### src/rtl/adder_seq_pkg.sv
// adder_seq_pkg: shared FSM state type and index-width helper for adder_seq_arbiter
package adder_seq_pkg;
  typedef enum logic [1:0] {IDLE, ADD, DONE} state_t;
  function automatic int idx_w(input int n);
    return (n > 1) ? $clog2(n) : 1;
  endfunction
  localparam int NBYTES_DEF = 4;
  localparam int IDX_W = idx_w(NBYTES_DEF);
endpackage

### src/rtl/adder_nbit.sv
// adder_nbit: W-bit ripple-carry adder with carry-out reported as overflow
module adder_nbit #(
  parameter int W = 8
) (
  input  logic [W-1:0] a,
  input  logic [W-1:0] b,
  input  logic         carry_in,
  output logic [W-1:0] sum,
  output logic         overflow
);
  logic [W:0] c;
  assign c[0] = carry_in;
  for (genvar i = 0; i < W; i++) begin : g_fa
    assign sum[i]   = a[i] ^ b[i] ^ c[i];
    assign c[i+1]   = (a[i] & b[i]) | (c[i] & (a[i] ^ b[i]));
  end
  assign overflow = c[W];
endmodule

### src/rtl/adder_seq_arbiter.sv
// adder_seq_arbiter: round-robin shares one 8-bit adder between two requesters,
// sequencing W-bit adds one byte per clock, LSB first, carry chained.
module adder_seq_arbiter
  import adder_seq_pkg::*;
#(
  parameter int NBYTES = 4,
  localparam int W = 8 * NBYTES
) (
  input  logic         clk,
  input  logic         n_rst,
  input  logic         req_0,
  input  logic [W-1:0] a_0,
  input  logic [W-1:0] b_0,
  input  logic         cin_0,
  input  logic         req_1,
  input  logic [W-1:0] a_1,
  input  logic [W-1:0] b_1,
  input  logic         cin_1,
  output logic         grant_0,
  output logic         grant_1,
  output logic         busy,
  output logic         done_0,
  output logic         done_1,
  output logic [W-1:0] result,
  output logic         overflow
);
  localparam int IW = idx_w(NBYTES);
  state_t        state, state_nx;
  logic [IW-1:0] idx;
  logic          ptr, owner, carry, win, last, co;
  logic [W-1:0]  op_a, op_b;
  logic [7:0]    byte_a, byte_b, sum8;
  assign win    = (req_0 & req_1) ? ptr : req_1;
  assign last   = idx == IW'(NBYTES - 1);
  assign byte_a = op_a[8*int'(idx) +: 8];
  assign byte_b = op_b[8*int'(idx) +: 8];
  adder_nbit #(.W(8)) u_add (
    .a(byte_a),
    .b(byte_b),
    .carry_in(carry),
    .sum(sum8),
    .overflow(co)
  );
  always_comb begin
    state_nx = IDLE;
    state_nx = (state == IDLE) ? ((req_0 | req_1) ? ADD : IDLE) :
               (state == ADD)  ? (last ? DONE : ADD) : IDLE;
  end
  always_ff @(posedge clk or negedge n_rst) begin
    if (!n_rst) begin
      state    <= IDLE;
      idx      <= '0;
      ptr      <= 1'b0;
      owner    <= 1'b0;
      carry    <= 1'b0;
      op_a     <= '0;
      op_b     <= '0;
      result   <= '0;
      overflow <= 1'b0;
    end else begin
      state <= state_nx;
      if (state == IDLE && (req_0 | req_1)) begin
        owner <= win;
        op_a  <= win ? a_1 : a_0;
        op_b  <= win ? b_1 : b_0;
        carry <= win ? cin_1 : cin_0;
        idx   <= '0;
      end
      if (state == ADD) begin
        result[8*int'(idx) +: 8] <= sum8;
        carry <= co;
        idx   <= idx + 1'b1;
        if (last) overflow <= co;
      end
      // Pointer favours the requester that was not just served.
      if (state == DONE) ptr <= ~owner;
    end
  end
  assign busy    = state != IDLE;
  assign grant_0 = busy & ~owner;
  assign grant_1 = busy & owner;
  assign done_0  = (state == DONE) & ~owner;
  assign done_1  = (state == DONE) & owner;
endmodule

### config.mk
export PLATFORM = sky130hd
export DESIGN_NAME = adder_seq_arbiter
export DESIGN_NICKNAME = d
export VERILOG_FILES = /design/src/rtl/adder_seq_pkg.sv /design/src/rtl/adder_nbit.sv /design/src/rtl/adder_seq_arbiter.sv
export SDC_FILE = /design/constraint.sdc
export NUM_CORES = 1
export LEC_CHECK = 0
export ABC_AREA = 0
export CAP_MARGIN = 30
export CORE_MARGIN = 3
export CORE_UTILIZATION = 48
export CTS_BUF_LIST = sky130_fd_sc_hd__clkbuf_8
export CTS_CLUSTER_SIZE = 12
export DETAILED_ROUTE_END_ITERATION = 12
export GPL_ROUTABILITY_DRIVEN = 0
export HOLD_SLACK_MARGIN = 0.06
export PLACE_DENSITY = 0.83
export SLEW_MARGIN = 20
export SYNTH_ARGS = -nofsm -noshare
export SYNTH_HDL_FRONTEND = slang
export SYNTH_SLANG_ARGS = --single-unit
### constraint.sdc
create_clock -name clk -period 4.9 [get_ports clk]
set_input_delay 0.49 -clock clk [delete_from_list [all_inputs] [get_ports clk]]
set_output_delay 0.49 -clock clk [all_outputs]
set_load 0.1 [all_outputs]
==> flow_summary.yaml <==
synthesis:
  syn_area_per_cell_sq_um: 11.3
  ys_warn_count: 0
  synth-simple-area-share_pct: 9.31
  netlist_top_cells_count: "dfrtp_1 (104), nand2_1 (89), mux2i_1 (65)"
  synthAdderAreaFrac_pct: 4.53
  ys_seq_area_share_pct: 50.2
  synth_edf_count: 0
  synth_xor_area_share_pct: 0
  yosysTopAreaCellShare_pct: 50.2
  synth-main-ff-cell: "dfrtp_1"
  synth_top_family_by_area: "multiplexers"
  synth-compound-area-share_pct: 11.4
  async_flop_share_pct: 100
  synthesis.area_sq_um: 5190
  syn-instance-count: 458
  synth_top_area_cell: "dfrtp_1"
  muxShareOfSynthArea_pct: 19.7
  synth.area.top_cells: "dfrtp_1 (50%), mux2i_1 (13%), mux4_2 (6.9%)"
  synthesis.nets: 606
  yosysMostFrequentCell: "dfrtp_1"
  synthDistinctLibCells: 35
  ys_ff_latch: 104
floorplanning:
  dieHeight_microns: 110
  rows: 37
  initial_core_util_pct: 49.8
  die_w_microns: 110
  fp.coreArea_sq_um: 10400
  fp.dieArea_sq_um: 12100
  ios: 172
sta:
  fin_crit_sh_pct: 85.7
  hold_viol: 0
  worst_clock_skew_ps: 9.52
  clock.fmax_ghz: 0.238
  drv_slew: 0
  setup_tns_ps: 0
  slew_headroom_pct: 34.0
  setup_viol: 0
  fin_crit_ps: 4200
  worst_slack_ps: 701
  rsz0062_at_grt: "no"
  worst_slew_pin_slew_ps: 987
layout:
  finalCoreUtilization_pct: 69.5
  final_net_count: 769
  areaGrowthSynthToFinish_pct: 39.5
  drive_above_1_share_pct: 7.35
  instances_no_fill: 762
  diodes: 0
critical_path:
  crit_type: "reg2reg"
  critPathMaxFanout: 8
  critical_path_required_ps: 5170
  cp-end-kind: "flip-flop"
  crit_arrival_ps: 4460
  r2r_cells: 14
  start_kind: "flip-flop"
global_route:
  grt.total_usage_pct: 22.4
  overflow: 0
  first_global_vias: 4222
  grt_pass1_wl_microns: 20500
  grt_antenna_before_repair: 0
  grt_max_degree: 92
place:
  dp.cells: 745
  place_ws_ps: 730
  port_buffers: 171
  dp_hpwl_microns: 10100
clock_network:
  cts_sinks: 104
  clkTransAtPathRegs_ps: 100
  cts-root-buf: "clkbuf_8"
  clk_latency_ps: 370
  cts_tree: "built"
  htreeDepth: 3
  ctsLongestPathBuffers: 2
  cts_buffers: 9
  post-cts-setup-buffers: 0
detailed_routing:
  vias: 4100
  ant_nets: 0
  routed_wl_microns: 12900
  viasPerCell: 5.38
  wl_per_cell_microns: 16.9
  drc_errors: 0
  drtIter0Drc: 161
  drtPass1Iterations: 5
power_and_ir_drop:
  leakagePower_nw: 3.28
  power.total_mw: 5.15
  powerDensity_nw_per_um2: 712
  peakVddDrop_mv: 0.460
outcome:
  status: "finished clean"
worst_hold_path:
  min_path_type: "reg2reg"
  whs_path_depth: 2
run:
  drv_cap: 0
-- power breakdown --
part	internal, mW	total [mW]	switching (mW)
combinational	1.05	3.00	1.95
clock	0.366	0.652	0.286
sequential	1.24	1.50	0.263
total	2.65	5.15	2.50
-- cells in the final DEF (no fill, tap or decap), types with 2 or more instances in the layout --
| master | instances |
|---|---|
| clkdlybuf4s50_1 | 170 |
| dfrtp_1 | 104 |
| nand2_1 | 89 |
| mux2i_1 | 65 |
| o21ai_1 | 42 |
| o21ai_0 | 41 |
| inv_1 | 16 |
| mux4_2 | 16 |
| a22o_1 | 16 |
| clkbuf_8 | 11 |
| fa_1 | 8 |
| nor2_1 | 6 |
| ha_1 | 6 |
| buf_4 | 5 |
| bufinv_16 | 3 |
| o21ai_4 | 2 |
| nor4_1 | 2 |
| or4_4 | 2 |
| nand3_1 | 2 |
-- path summary, 6_finish.rpt --
check | start | end | slack [ps]
worst max-delay path | idx[0]$_DFFE_PN0P_ | result[15]$_DFFE_PN0P_ | 700
worst min-delay path | result[24]$_DFFE_PN0P_ | result[24]$_DFFE_PN0P_ | 490
worst max register to register | idx[0]$_DFFE_PN0P_ | result[15]$_DFFE_PN0P_ | 700
worst min register to register | result[24]$_DFFE_PN0P_ | result[24]$_DFFE_PN0P_ | 490
max in group asynchronous | n_rst | op_a[25]$_DFFE_PN0P_ | 3100
min in group asynchronous | n_rst | result[11]$_DFFE_PN0P_ | 580
-- flip-flops by register name, summed over array words and instances (netlist names) --
register	flops
result	32
owner	1
state	2
ptr	1
idx	2
carry	1
overflow	1
op_b	32
op_a	32
-- metrics by stage --
step / instance area [sq um] / hold slack, ps
global route: 7240 / 519
floorplan: 5190 / 194
CTS: 7240 / 491
finish: 7240 / 489
global placement: 6940 / 433
detailed placement: 6970 / 437
-- kinds of logic after synthesis --
logic type	after synthesis
compound gates	104
fa+ha+maj	14
mux	82
flops	104
simple gates	111
buf+inv	43
-- final cells by class --
cell class                      instances  area, sq um
Fill cell                             763         3180
Sequential cell                       104         2600
Multi-Input combinational cell        311         2350
Timing Repair Buffer                  178         1800
Tap cell                              136          170
Clock buffer                           11          151
Clock inverter                          5          103
Inverter                               17         63.8
-- critical path, cell delays in order (launching register included) --
cell and delay (ps):
dfrtp_1 660, mux4_2 560, inv_1 90, fa_1 190
fa_1 180, inv_1 60, fa_1 370, fa_1 370
inv_1 80, fa_1 200, fa_1 170, inv_1 50
fa_1 380, fa_1 510, a22o_1 230
-- timing repair --
| action | in CTS | in global routing |
|---|---|---|
| endpoints found under the hold margin | 32 | 0 |
| endpoints found under the setup margin | 0 | 0 |
| resized for setup | 0 | 0 |
| hold buffers | 1 | 0 |
-- per-layer routing --
layer,wire [microns],track usage (%),up-vias,part of all wire (%)
met3,865,4.82,23,6.7
met4,235,6.77,0,1.8
met5,0,0,-,0
met1,4960,27.1,1981,38
met2,6840,40.0,162,53
li1,-,-,1934,-
No activity file was read; power rests on OpenSTA's default activity.
